`src/rtl/jk_pkg.sv`:
```
// Shared types and constants for the JK excitation driver.
// Holds the FSM state encoding and the per-bit J/K input codes.
package jk_pkg;

    typedef enum logic [1:0] {
        IDLE  = 2'd0,
        APPLY = 2'd1,
        DONE  = 2'd2
    } state_t;

    // {J,K} excitation codes for one flip-flop
    localparam logic [1:0] JK_HOLD = 2'b00;
    localparam logic [1:0] JK_RST  = 2'b01;
    localparam logic [1:0] JK_SET  = 2'b10;
    localparam logic [1:0] JK_TGL  = 2'b11;

endpackage

```
`src/rtl/jk_step_select.sv`:
```
// Priority select of the lowest STEP set bits of a vector, LSB first.
// Ports: vec_i (candidate bits), mask_o (selected subset of vec_i).
module jk_step_select #(
    parameter int WIDTH = 8,
    parameter int STEP  = 2
) (
    input  logic [WIDTH-1:0] vec_i,
    output logic [WIDTH-1:0] mask_o
);

    localparam int CW = $clog2(WIDTH + 1);

    logic [CW-1:0] cnt;

    // Running count of bits already taken; later bits are dropped
    // once the per-cycle budget is used up.
    always_comb begin
        mask_o = '0;
        cnt    = '0;
        for (int i = 0; i < WIDTH; i++) begin
            if (vec_i[i] && (cnt < CW'(STEP))) begin
                mask_o[i] = 1'b1;
                cnt       = cnt + CW'(1);
            end
        end
    end

endmodule

```
`src/rtl/jk_excitation_driver.sv`:
```
// Drives a JK register bank toward a target word, STEP bits per cycle.
// Ports: clk/reset, tgt_valid/tgt_ready/tgt_data handshake in,
//        j_out/k_out excitation, q bank model, busy, done pulse.
module jk_excitation_driver
    import jk_pkg::*;
#(
    parameter int WIDTH = 8,
    parameter int STEP  = 2
) (
    input  logic             clk,
    input  logic             reset,
    input  logic             tgt_valid,
    output logic             tgt_ready,
    input  logic [WIDTH-1:0] tgt_data,
    output logic [WIDTH-1:0] j_out,
    output logic [WIDTH-1:0] k_out,
    output logic [WIDTH-1:0] q,
    output logic             busy,
    output logic             done
);

    state_t           state_q, state_d;
    logic [WIDTH-1:0] tgt_q, tgt_d;
    logic [WIDTH-1:0] q_q, q_d;
    logic [WIDTH-1:0] diff;
    logic [WIDTH-1:0] sel;

    assign diff = q_q ^ tgt_q;
    assign q    = q_q;

    jk_step_select #(
        .WIDTH (WIDTH),
        .STEP  (STEP)
    ) u_sel (
        .vec_i  (diff),
        .mask_o (sel)
    );

    always_ff @(posedge clk) begin
        if (reset) begin
            state_q <= IDLE;
            tgt_q   <= '0;
            q_q     <= '0;
        end else begin
            state_q <= state_d;
            tgt_q   <= tgt_d;
            q_q     <= q_d;
        end
    end

    always_comb begin
        state_d   = state_q;
        tgt_d     = tgt_q;
        tgt_ready = 1'b0;
        busy      = 1'b0;
        done      = 1'b0;
        j_out     = '0;
        k_out     = '0;
        unique case (state_q)
            IDLE: begin
                tgt_ready = 1'b1;
                if (tgt_valid) begin
                    tgt_d   = tgt_data;
                    state_d = (tgt_data == q_q) ? DONE : APPLY;
                end
            end
            APPLY: begin
                busy  = 1'b1;
                j_out = sel & tgt_q;
                k_out = sel & ~tgt_q;
                // All remaining differences covered this cycle
                state_d = (sel == diff) ? DONE : APPLY;
            end
            DONE: begin
                busy    = 1'b1;
                done    = 1'b1;
                state_d = IDLE;
            end
            default: begin
                state_d = IDLE;
            end
        endcase
    end

    // Bank model: JK rule per bit. Toggle is never driven but kept
    // so the model matches a real JK flip-flop.
    always_comb begin
        q_d = q_q;
        for (int i = 0; i < WIDTH; i++) begin
            unique case ({j_out[i], k_out[i]})
                JK_HOLD: q_d[i] = q_q[i];
                JK_RST:  q_d[i] = 1'b0;
                JK_SET:  q_d[i] = 1'b1;
                JK_TGL:  q_d[i] = ~q_q[i];
            endcase
        end
    end

endmodule

```
`config.mk`:
```
export PLATFORM = sky130hd
export DESIGN_NAME = jk_excitation_driver
export DESIGN_NICKNAME = d
export VERILOG_FILES = /design/src/rtl/jk_pkg.sv /design/src/rtl/jk_step_select.sv /design/src/rtl/jk_excitation_driver.sv
export SDC_FILE = /design/constraint.sdc
export NUM_CORES = 1
export LEC_CHECK = 0
export BUFFER_PORTS_ARGS = -buffer_cell sky130_fd_sc_hd__buf_2
export CAP_MARGIN = 40
export CORE_MARGIN = 1.5
export CORE_UTILIZATION = 48
export DETAILED_ROUTE_END_ITERATION = 8
export HOLD_SLACK_MARGIN = 0.15
export PLACE_DENSITY = 0.83
export RECOVER_POWER = 50
export SLEW_MARGIN = 20
export SYNTH_ARGS = -nofsm -noshare
export SYNTH_HDL_FRONTEND = slang
export SYNTH_HIERARCHICAL = 1
export SYNTH_SLANG_ARGS = --single-unit
```
`constraint.sdc`:
```
create_clock -name clk -period 6.8 [get_ports clk]
set_clock_uncertainty 0.1 [all_clocks]
set_input_delay 2.04 -clock clk [delete_from_list [all_inputs] [get_ports clk]]
set_output_delay 2.04 -clock clk [all_outputs]
set_load 0.01 [all_outputs]
```
### Word-level counts from Yosys, hierarchy flattened

Cells that the tools add are included.
Widths: inputs -> output; s select.

| storage, ports and cells | value |
|---|---|
| output and inout bits | 27 |
| logic and storage cells | 114 |
| register bits after elaboration | 18 |
| bits of input ports | 11 |

| operators by class | value |
|---|---|
| $add $sub $neg | 6 |
| magnitude comparators | 7 |
| bitwise operators | 12 |
| reduce and logical (&&, ||, !) cells | 18 |
| muxes and demuxes | 32 |
| equality and inequality tests | 29 |

Operators by type and width:

| cell | number |
|---|---|
| $eq 2x2->1 const B | 17 |
| $lt 4x2->1 const B | 6 |
| $mux 4 | 6 |
| $pmux 1 s3 | 8 |
| $add 4x1->4 const B | 5 |
| $eq 2x1->1 const B | 9 |
| $logic_not 2->1 | 9 |
| $and 8x8->8 | 2 |
| $eq 8x8->1 | 2 |
| $mux 8 | 2 |
| $mux 1 | 12 |
| $not 1->1 | 8 |
| $not 8->8 | 1 |
| $xor 8x8->8 | 1 |
| $logic_and 1x1->1 | 7 |
| $mux 2 | 3 |
| $pmux 2 s2 | 1 |
| $add 1x1->2 const B | 1 |
| $lt 1x2->1 const B | 1 |
| $ne 2x2->1 const B | 1 |
| $reduce_and 2->1 | 1 |
| $reduce_or 2->1 | 1 |

### Depth between registers and ports, before layout

Gate-level depths: netlist of run 1.

| logic depth | value |
|---|---|
| depth in word-level cells | 27 |
| gate-level depth with buffers | 22 |
| depth with buffers taken out | 22 |

### Hierarchy

The synthesis of run 1 kept the hierarchy.

By module, submodules not included:

| module | seq. area each (um2) | area each (um2) | instances | cells each |
|---|---|---|---|---|
| jk_excitation_driver | 360.3 | 1,152.4 | 1 | 132 |
| jk_step_select | 0.0 | 414.1 | 1 | 52 |

### Worst setup path before layout of run 1

No wires, ideal clock.

| timing path | value |
|---|---|
| path type | register -> output |
| from | reg q_q[0], in the netlist q[0] |
| to | out k_out[7] |
| arrival | 4,403 ps |
| data required time | 4,660 ps |
| cell stages (with the launch flop) | 21 |
| slack | 257 ps |
| path through | dfxtp_1 -> xor2_1 -> inv_1 -> ha_1 -> xnor2_1 -> inv_1 -> ha_1 -> and2_1 -> a221o_1 -> ha_1 -> a31o_2 -> a2bb2oi_2 -> inv_1 -> ha_1 -> a41o_1 -> ha_1 -> o21ai_0 -> nand3_1 -> nor2_1 -> nand2_1 -> nor2_1 |

| on the way | value |
|---|---|
| longest elaborated chain between the ends | 25 |
| elaborated cells on any way between the ends | 31 |
| classes of those cells | add/sub (6); order compare (7); mux (9); bitwise (2); reduce/logical (7) |

Ends and longest elaborated chain:

| element | line | source |
|---|---|---|
| start, declared | jk_excitation_driver.sv:24 | `logic [WIDTH-1:0] q_q, q_d;` |
| start signal, assigned | jk_excitation_driver.sv:47 | `q_q <= q_d;` |
| $xor 8x8->8 (*) | jk_excitation_driver.sv:28 | `assign diff = q_q ^ tgt_q;` |
| named net diff[0] | jk_excitation_driver.sv:25 | `logic [WIDTH-1:0] diff;` |
| $mux 1 (*) | jk_step_select.sv:21 | `if (vec_i[i] && (cnt < CW'(STEP))) begin` |
| $lt 1x2->1 | jk_step_select.sv:21 |  |
| $logic_and 1x1->1 | jk_step_select.sv:21 |  |
| $mux 4 (*) | jk_step_select.sv:21 |  |
| $lt 4x2->1 | jk_step_select.sv:21 |  |
| $logic_and 1x1->1 | jk_step_select.sv:21 |  |
| (+11 left out) | - |  |
| $logic_and 1x1->1 | jk_step_select.sv:21 |  |
| $mux 4 (*) | jk_step_select.sv:21 |  |
| $lt 4x2->1 (*) | jk_step_select.sv:21 |  |
| $logic_and 1x1->1 (*) | jk_step_select.sv:21 |  |
| $mux 1 (*) | jk_step_select.sv:21 |  |
| named net sel[7] | jk_excitation_driver.sv:26 | `logic [WIDTH-1:0] sel;` |
| $and 8x8->8 (*) | jk_excitation_driver.sv:70 | `k_out = sel & ~tgt_q;` |
| $mux 8 (*) | jk_excitation_driver.sv:59 | `unique case (state_q)` |
| end, declared | jk_excitation_driver.sv:16 | `output logic [WIDTH-1:0] k_out,` |

Mark *: on every way through the listed nets, which the timed path passes. The rest lies on a longest branch.

### Worst setup path after layout of run 1

| timing path | value |
|---|---|
| from | reg tgt_q[1] |
| to | out k_out[7] |

| on the way | value |
|---|---|
| longest elaborated chain between the ends | 23 |
| elaborated cells on any way between the ends | 28 |
| classes of those cells | add/sub (5); order compare (6); mux (8); bitwise (2); reduce/logical (7) |

Ends and longest elaborated chain:

| element | line | source |
|---|---|---|
| start, declared | jk_excitation_driver.sv:23 | `logic [WIDTH-1:0] tgt_q, tgt_d;` |
| start signal, assigned | jk_excitation_driver.sv:46 | `tgt_q <= tgt_d;` |
| $xor 8x8->8 (*) | jk_excitation_driver.sv:28 |  |
| named net diff[1] | jk_excitation_driver.sv:25 |  |
| $logic_and 1x1->1 (*) | jk_step_select.sv:21 |  |
| $mux 4 (*) | jk_step_select.sv:21 |  |
| $lt 4x2->1 | jk_step_select.sv:21 |  |
| $logic_and 1x1->1 | jk_step_select.sv:21 |  |
| $mux 4 (*) | jk_step_select.sv:21 |  |
| $lt 4x2->1 | jk_step_select.sv:21 |  |
| (+9 left out) | - |  |
| $logic_and 1x1->1 | jk_step_select.sv:21 |  |
| $mux 4 (*) | jk_step_select.sv:21 |  |
| $lt 4x2->1 (*) | jk_step_select.sv:21 |  |
| $logic_and 1x1->1 (*) | jk_step_select.sv:21 |  |
| $mux 1 (*) | jk_step_select.sv:21 |  |
| named net sel[7] | jk_excitation_driver.sv:26 |  |
| $and 8x8->8 (*) | jk_excitation_driver.sv:70 |  |
| $mux 8 (*) | jk_excitation_driver.sv:59 |  |

Marked as above.

==> impl_metrics.py, run 1 <==
metrics = {
    "cts": {
        "clock_sinks": 18,
        "clk_pin_slew_ns": 0.13,
        "cts-buffers-inserted": 3,
        "htreeDepth": 1,
        "cts_tree": "built",
        "clock_path_buffers": 2,
        "cts_root_buf": "clkbuf_4",
        "clk_latency_ns": 0.30,
        "cts_hold_buf": 0,
    },
    "detailed_routing": {
        "post-route-drc-count": 0,
        "wl_per_cell_um": 15.1,
        "drt-total-wl_um": 4160,
        "via_per_inst": 5.47,
        "drt-pass1-iter-count": 5,
        "ant_nets": 0,
        "first_iter_violations": 69,
        "vias": 1510,
    },
    "placement": {
        "place_hpwl_um": 2710,
        "pre_cts_ws_ns": 0.0156,
        "dpl_cell_area_mm2": 0.00182,
        "gp_congestion": 0.854,
        "io_buffer_count": 37,
    },
    "synthesis": {
        "postSynthAreaPerCell_um2": 8.51,
        "ys_ff_latch": 18,
        "synth.distinct_cells": 37,
        "synthTopCellsByArea": "dfxtp_1 23%, xnor3_1 12%, xor2_1 8.9%",
        "netlist.area_leader.share": 0.230,
        "ys.flop_type": "dfxtp_1",
        "netlist_instances": 184,
        "yosys_warnings": 6,
        "synth-edff-count": 0,
        "synth_largest_area_cell": "dfxtp_1",
        "yosysSeqAreaShare": 0.230,
        "synthesis.area_mm2": 0.00157,
        "syn-num-nets": 206,
        "ys_async_sr_fraction": 0,
    },
    "finish": {
        "fill_cells": 252,
        "layout_commonest_cell": "buf_2",
        "diodes": 0,
        "fin_nets": 255,
        "seq_area_um2": 369,
        "area_growth_pct": 30.5,
        "final_area_mm2": 0.00204,
        "final_cell_mix": "28 x buf_2, 22 x nand2_1, 19 x nor2_1",
        "drive_above_1_share": 0.328,
        "multi_input_area_mm2": 0.00127,
    },
    "global_route": {
        "antenna_found_initial": 0,
        "grt_use_total": 0.229,
        "grt_pass1_wl_um": 6230,
        "grt-ovfl-total": 0,
        "grt_pass1_vias": 1362,
        "grt_max_degree": 19,
    },
    "worst_setup_path": {
        "critical_path_arrival_ns": 4.50,
        "worstPathRequired_ns": 4.66,
        "cp_max_fo": 4,
        "start_kind": "register",
        "endpoint_kind": "primary output",
        "critPathKind": "reg2out",
    },
    "pwr": {
        "p_total_mw": 0.444,
        "peakVddDrop_mv": 0.152,
        "leakagePower_nw": 1.01,
        "power.density_mw_per_mm2": 217,
    },
    "sta": {
        "fin_crit_sh": 0.976,
        "setup_violations": 0,
        "drv_slew": 0,
        "fin_crit_ns": 6.64,
        "fmax_mhz": 151,
        "tightest_slew_ns": 0.834,
        "fin_ws_ns": 0.162,
        "relSlewSlack": 0.444,
        "tns_ns": 0,
        "finalHoldViolCount": 0,
    },
    "outcome": {
        "status": "finished clean",
    },
    "job": {
        "drv_cap": 0,
    },
    "floorplan": {
        "rows": 20,
        "die_x_um": 60.1,
        "core_mm2": 0.00308,
        "io_pins": 38,
        "die_height_um": 60.1,
        "initial_core_util": 0.509,
        "die_area_mm2": 0.00362,
    },
    "min_path": {
        "hp-class": "reg2reg",
    },
}
[state kept, by name, indices dropped and copies added (netlist names)]
name,flops
tgt_q,8
state_q,2
q,8
[stage by stage]
stage               instances  utilization  hold WS [ns]
finish                    276        0.664         0.449
global route              276        0.664         0.482
CTS                       272        0.630         0.449
detailed placement        265        0.593         0.426
global placement          265        0.593         0.414
floorplan                 184            -         0.382
[synth_stat cells (2+ instances only)]
cell type and n:
nand2b_1 2, a21oi_1 18, nand2_1 22, nor4_1 2, a31oi_1 2, nand3_1 11, o31ai_1 2, ha_1 11
nor2_1 20, xnor3_1 8, and3_1 9, xor2_1 16, inv_1 9, buf_4 2, and4_4 3, clkbuf_1 4
xnor2_1 2, o21ai_0 4, and2_1 2, dfxtp_1 18
[path summary, 6_finish.rpt]
check / from / endpoint / slack [ns] / cells past startpoint
hold / removal: tgt_q[6]$_SDFFE_PP0P_ / tgt_q[6]$_SDFFE_PP0P_ / 0.45 / 2
setup reg to reg: tgt_q[1]$_SDFFE_PP0P_ / state_q[0]$_SDFFE_PP0P_ / 1.95 / 22
hold reg to reg: tgt_q[6]$_SDFFE_PP0P_ / tgt_q[6]$_SDFFE_PP0P_ / 0.45 / 2
setup / recovery: tgt_q[1]$_SDFFE_PP0P_ / k_out[7] / 0.16 / 20
[worst max-delay path, cell delays in order, from the launching register on]
cell       delay (ns)
dfxtp_1          0.39
xor2_2           0.22
inv_1            0.12
ha_4             0.25
or3b_1           0.44
a21oi_2          0.22
and2_2           0.22
xnor2_1          0.16
ha_1             0.27
a31o_2           0.22
a2bb2oi_2        0.20
inv_1            0.11
ha_4             0.22
a41o_1           0.21
ha_1             0.28
o21ai_2          0.11
nand3_1          0.10
nor2_2           0.13
nand2_1          0.09
nor2_1           0.12
buf_2            0.13
[cell type report]
| type | instances | share of cell area |
|---|---|---|
| multi-input combinational | 150 | 0.622 |
| sequential | 18 | 0.181 |
| timing repair buffer | 51 | 0.136 |
| tap | 44 | 0.0269 |
| clock buffer | 4 | 0.0177 |
| inverter | 9 | 0.0165 |
[repair_timing]
| item | 4_1_cts | 5_1_grt |
|---|---|---|
| buffers inserted | 3 | 4 |
| pin swaps | 4 | 9 |
| gates resized for setup | 13 | 13 |
| setup endpoints to repair | 2 | 2 |
[metal layers]
layer,vias to the layer above,track usage,wire [um]
li1,732,-,-
met1,708,0.320,1860
met2,60,0.377,1970
met3,10,0.0303,258
met4,0,0.0508,75
met5,-,0,0
[kinds of logic (layout without fill, tap and decap cells)]
kind of cell,Yosys count,in the layout,share of synthesized area
simple gates,75,75,0.240
flops,18,18,0.230
buf+inv,16,64,0.0439
xor+xnor,28,28,0.244
compound gates,36,36,0.154
fa+ha+maj,11,11,0.0879
[where the power goes]
group | internal (mW) | total [mW] | switching (mW) | leakage [nW]
sequential | 0.114 | 0.126 | 0.0124 | 0.149
clock | 0.0326 | 0.0712 | 0.0385 | 0.0210
combinational | 0.117 | 0.247 | 0.130 | 0.841
No activity file was read; power rests on OpenSTA's default activity.
==> inputs of run 2 (changes only) <==
==> constraint.sdc (replaced) <==
create_clock -name clk -period 7.9 [get_ports clk]
set_clock_uncertainty 0.1 [all_clocks]
set_input_delay 2.37 -clock clk [delete_from_list [all_inputs] [get_ports clk]]
set_output_delay 2.37 -clock clk [all_outputs]
set_load 0.01 [all_outputs]
==> impl_metrics.py, run 2 (synthesized netlist as in run 1, its figures left out) <==
metrics = {
    "job": {
        "drv_cap": 0,
    },
    "pwr": {
        "p_total_mw": 0.330,
        "p_switching_mw": 0.136,
        "pwr-share-clk": 0.147,
        "swShare": 0.412,
        "internal-power_mw": 0.194,
        "peakVddDrop_mv": 0.173,
        "combPwrFrac": 0.520,
        "seqPwrFrac": 0.332,
        "leakagePower_nw": 0.933,
        "power.density_mw_per_mm2": 182,
    },
    "finish": {
        "instances_no_fill": 262,
        "layout_commonest_cell": "buf_2",
        "fin_nets": 242,
        "final_core_utilization": 0.590,
        "diodes": 0,
        "final_cell_mix": "27 x buf_2, 22 x nand2_1, 20 x nor2_1",
        "area_growth_pct": 16.0,
        "seq_area_um2": 362,
        "fill_cells": 278,
        "multi_input_area_mm2": 0.00116,
        "drive_above_1_share": 0.211,
    },
    "detailed_routing": {
        "drt-pass1-iter-count": 7,
        "ant_nets": 0,
        "post-route-drc-count": 0,
        "wl_per_cell_um": 13.8,
        "vias": 1458,
        "drt-total-wl_um": 3620,
        "first_iter_violations": 53,
        "via_per_inst": 5.56,
    },
    "cts": {
        "cts-buffers-inserted": 3,
        "clk_pin_slew_ns": 0.10,
        "htreeDepth": 1,
        "clock_path_buffers": 2,
        "cts_root_buf": "clkbuf_4",
        "clock_sinks": 18,
        "cts_tree": "built",
        "clk_latency_ns": 0.31,
    },
    "worst_setup_path": {
        "reg2reg_slack_ns": 2.51,
        "worstPathRequired_ns": 5.43,
        "reg2reg_depth": 22,
        "endpoint_kind": "primary output",
        "timing.critical_path.from": "tgt_q[0]$_SDFFE_PP0P_",
        "r2r_end": "state_q[0]$_SDFFE_PP0P_",
        "timing.rr.start": "tgt_q[0]$_SDFFE_PP0P_",
        "critical_path_arrival_ns": 5.13,
        "crit_end": "j_out[7]",
        "critPathKind": "reg2out",
        "cp_max_fo": 5,
        "start_kind": "register",
    },
    "sta": {
        "tightest_slew_ns": 0.861,
        "fmax_mhz": 132,
        "finalHoldViolCount": 0,
        "setup_violations": 0,
        "fin_crit_ns": 7.60,
        "fin_crit_sh": 0.963,
        "drv_slew": 0,
        "relSlewSlack": 0.426,
    },
    "floorplan": {
        "die_height_um": 60.1,
        "die_x_um": 60.1,
        "core_mm2": 0.00308,
        "rows": 20,
        "initial_core_util": 0.509,
        "io_pins": 38,
        "die_area_mm2": 0.00362,
    },
    "min_path": {
        "hp-class": "reg2reg",
        "whs_path_depth": 2,
    },
    "placement": {
        "dp.cells": 258,
        "gp_congestion": 0.896,
        "io_buffer_count": 37,
        "place_hpwl_um": 2680,
    },
    "global_route": {
        "antenna_found_initial": 0,
        "grt_use_total": 0.211,
        "grt-ovfl-total": 0,
        "grt_max_degree": 19,
        "grt_pass1_wl_um": 5690,
        "grt_pass1_vias": 1311,
    },
    "outcome": {
        "status": "finished clean",
    },
}
[run 2: cell count changes in the layout (fill, tap and decap cells not counted), sizes merged]
| cell | before | now |
|---|---|---|
| buf | 42 | 28 |
[run 2: what timing repair did]
action	in CTS	in global routing
setup endpoints to repair	0	2
hold buffers	0	0
gates resized for setup	0	4
setup buffers	0	1
[run 2: per-layer routing]
layer | vias to the layer above | wire length [um] | GRT usage
li1 | 707 | - | -
met4 | 0 | 84 | 0.102
met5 | - | 0 | 0
met1 | 689 | 1570 | 0.275
met2 | 54 | 1710 | 0.339
met3 | 8 | 250 | 0.0325
[run 2: area by class of cell]
cell class                      count  area share
Clock buffer                        3      0.0124
Inverter                            9      0.0186
Tap cell                           44      0.0303
Sequential cell                    18       0.199
Timing Repair Buffer               38      0.0992
Multi-Input combinational cell    150       0.640
[run 2: worst min path at each step]
stage,end,from
floorplan,tgt_q[3]$_SDFFE_PP0P_,tgt_q[3]$_SDFFE_PP0P_
global placement,tgt_q[3]$_SDFFE_PP0P_,tgt_q[3]$_SDFFE_PP0P_
detailed placement,tgt_q[6]$_SDFFE_PP0P_,tgt_q[6]$_SDFFE_PP0P_
CTS,tgt_q[6]$_SDFFE_PP0P_,tgt_q[6]$_SDFFE_PP0P_
global route,tgt_q[6]$_SDFFE_PP0P_,tgt_q[6]$_SDFFE_PP0P_
finish,tgt_q[2]$_SDFFE_PP0P_,tgt_q[2]$_SDFFE_PP0P_
[run 2: metrics by stage]
stage / TNS (ns) / setup WS [ns] / instance area [um^2] / hold WS [ns]
2_1_floorplan: 0 / 1.03 / 1570 / 0.382
5_1_grt: -0.0106 / -0.0106 / 1820 / 0.468
3_5_place_dp: 0 / 0.535 / 1770 / 0.417
6_report: 0 / 0.295 / 1820 / 0.436
3_3_place_gp: 0 / 0.686 / 1770 / 0.410
4_1_cts: 0 / 0.118 / 1790 / 0.437
[run 2: power by group through the flow]
stage	sequential [mW]	clock, mW	combinational [mW]
finish	0.110	0.0486	0.172
global placement	0.111	0	0.163
CTS	0.109	0.0497	0.169
global route	0.111	0.0542	0.186
detailed placement	0.111	0	0.166
floorplan	0.109	0	0.133
[run 2: worst max-delay path, stage by stage, from the launching register on]
cell and delay, ns:
dfxtp_1 0.47, xor2_2 0.27, inv_1 0.10, ha_1 0.35, xnor2_1 0.25, inv_1 0.16, ha_1 0.34, and2_1 0.18
a221o_1 0.31, ha_1 0.29, a31o_2 0.21, a2bb2oi_2 0.17, inv_1 0.08, ha_1 0.30, a41o_1 0.22, ha_1 0.30
o21ai_0 0.22, nand3_1 0.10, nor2_1 0.19, and3_1 0.21, buf_2 0.13
==> inputs of run 3 (changes only) <==
--- a/config.mk
+++ b/config.mk
@@ -13,6 +13,7 @@
 export HOLD_SLACK_MARGIN = 0.15
 export PLACE_DENSITY = 0.83
 export RECOVER_POWER = 50
+export SETUP_SLACK_MARGIN = 0.5
 export SLEW_MARGIN = 20
 export SYNTH_ARGS = -nofsm -noshare
 export SYNTH_HDL_FRONTEND = slang
==> impl_metrics.py, run 3 (synthesized netlist as in run 1, its figures left out) <==
metrics = {
    "outcome": {
        "status": "finished clean",
    },
    "pwr": {
        "pwr-share-clk": 0.137,
        "power.density_mw_per_mm2": 182,
        "p_total_mw": 0.348,
        "peakVddDrop_mv": 0.175,
        "combPwrFrac": 0.546,
        "swShare": 0.413,
        "seqPwrFrac": 0.317,
        "p_switching_mw": 0.144,
        "leakagePower_nw": 0.951,
        "internal-power_mw": 0.204,
    },
    "sta": {
        "fin_crit_ns": 7.29,
        "fin_ws_ns": 0.607,
        "relSlewSlack": 0.435,
        "fin_crit_sh": 0.923,
        "drv_slew": 0,
        "fmax_mhz": 137,
        "setup_violations": 0,
        "tightest_slew_ns": 0.847,
        "rsz0062_at_grt": "no",
        "whs_ns": 0.436,
        "tns_ns": 0,
        "finalHoldViolCount": 0,
    },
    "finish": {
        "drive_above_1_share": 0.268,
        "area_growth_pct": 22.3,
        "diodes": 0,
        "final_core_utilization": 0.622,
        "layout_commonest_cell": "buf_2",
        "final_cell_mix": "28 x buf_2, 22 x nand2_1, 19 x nor2_1",
        "fin_nets": 244,
    },
    "worst_setup_path": {
        "slowest_delay_ns": 0.53,
        "path_buf_inv": 4,
        "reg2reg_depth": 22,
        "crit_family": "adder cells",
        "crit_chain": "xor2_4 > inv_1 > ha_4 > xnor2_4 > inv_2 > ha_1 > and2_1 > a221o_1 > ha_1 > a31o_2 > a2bb2oi_2 > inv_1 > ha_1 > a41o_1 > ha_1 > o21ai_2 > nand3_1 > nor2_2 > and3_1 > buf_2",
        "reg2reg_slack_ns": 2.82,
        "critPathSlowestCell": "dfxtp_1",
        "r2r_end": "state_q[0]$_SDFFE_PP0P_",
        "endpoint_kind": "primary output",
        "cp_max_fo": 5,
        "start_kind": "register",
        "critPathKind": "reg2out",
        "timing.rr.start": "q[1]$_SDFFE_PP0P_",
        "worstPathRequired_ns": 5.43,
        "crit_top_cell": "ha_1",
        "critical_path_arrival_ns": 4.82,
    },
    "floorplan": {
        "die_area_mm2": 0.00362,
        "rows": 20,
        "die_x_um": 60.1,
        "core_mm2": 0.00308,
        "io_pins": 38,
        "die_height_um": 60.1,
        "initial_core_util": 0.509,
    },
    "cts": {
        "cts_tree": "built",
        "clk_pin_slew_ns": 0.10,
        "clock_path_buffers": 2,
        "htreeDepth": 1,
        "cts_root_buf": "clkbuf_4",
        "clk_latency_ns": 0.29,
        "cts_hold_buf": 0,
        "clock_sinks": 18,
        "cts-buffers-inserted": 3,
    },
    "detailed_routing": {
        "via_per_inst": 5.67,
        "drt-total-wl_um": 3900,
        "wl_per_cell_um": 14.8,
        "ant_nets": 0,
        "post-route-drc-count": 0,
        "first_iter_violations": 38,
        "drt-pass1-iter-count": 4,
        "vias": 1497,
    },
    "global_route": {
        "grt-ovfl-total": 0,
        "grt_use_met3": 0.0325,
        "antenna_found_initial": 0,
        "grt_pass1_wl_um": 5760,
        "grt_pass1_vias": 1327,
        "use_met2": 0.342,
        "grt_max_degree": 19,
        "grt.busiest_layer": "met2",
        "grt_use_total": 0.213,
        "grt_use_met1": 0.279,
    },
    "placement": {
        "gp_congestion": 0.896,
        "io_buffer_count": 37,
        "place_hpwl_um": 2680,
        "pre_cts_ws_ns": 0.535,
    },
    "min_path": {
        "hp-start": "tgt_q[3]$_SDFFE_PP0P_",
        "hold_path_end": "tgt_q[3]$_SDFFE_PP0P_",
        "whs_path_depth": 2,
        "hp-class": "reg2reg",
    },
    "job": {
        "drv_cap": 0,
    },
}
run 3: worst reg2reg max path, cell delays in order (launching register included):
cell	delay, ns
dfxtp_1	0.53
xor2_4	0.21
inv_1	0.11
ha_4	0.33
xnor2_4	0.14
inv_2	0.09
ha_1	0.32
and2_1	0.18
a221o_1	0.31
ha_1	0.29
a31o_2	0.21
a2bb2oi_2	0.16
inv_1	0.08
ha_1	0.30
a41o_1	0.22
ha_1	0.32
o21ai_2	0.15
nand3_1	0.10
nor2_2	0.17
xnor3_1	0.27
and4_4	0.17
a21boi_2	0.12
o221a_1	0.17
run 3: how the worst max path moves through the flow:
stage,from,endpoint,depth (start not counted)
after global placement,q[0]$_SDFFE_PP0P_,j_out[7],20
after CTS,q[0]$_SDFFE_PP0P_,j_out[7],20
final,q[1]$_SDFFE_PP0P_,j_out[7],20
after floorplan,q[0]$_SDFFE_PP0P_,k_out[7],20
after detailed placement,tgt_q[1]$_SDFFE_PP0P_,j_out[7],20
after global routing,q[1]$_SDFFE_PP0P_,k_out[7],20
run 3: final cells by class:
cell class,instances,area [um^2]
Multi-Input combinational cell,150,1240
Inverter,9,33.8
Clock buffer,3,22.5
Timing Repair Buffer,40,196
Sequential cell,18,368
Tap cell,44,55.1
Fill cell,268,1160
run 3: through the flow:
stage	cells	instance area (um^2)
floorplan	184	1570
global placement	258	1770
detailed placement	258	1770
CTS	263	1840
global route	264	1920
finish	264	1920
run 3: timing repair:
action                     CTS  global route
resized for setup            8            17
buffers inserted             2             1
setup endpoints to repair    2             2
pin swaps                    2             4
run 3: power groups by stage:
stage                     Clock [mW]  Sequential, mW  Combinational [mW]
after global placement             0           0.111               0.163
after floorplan                    0           0.109               0.133
after CTS                     0.0497           0.109               0.174
final                         0.0476           0.110               0.190
after detailed placement           0           0.111               0.166
after global routing          0.0527           0.112               0.205
run 3: routing by layer:
layer,wire (um),up-vias,part of all wire
li1,-,712,-
met1,1640,712,0.42
met2,1890,63,0.49
met3,280,10,0.072
met4,80,0,0.021
met5,0,-,0
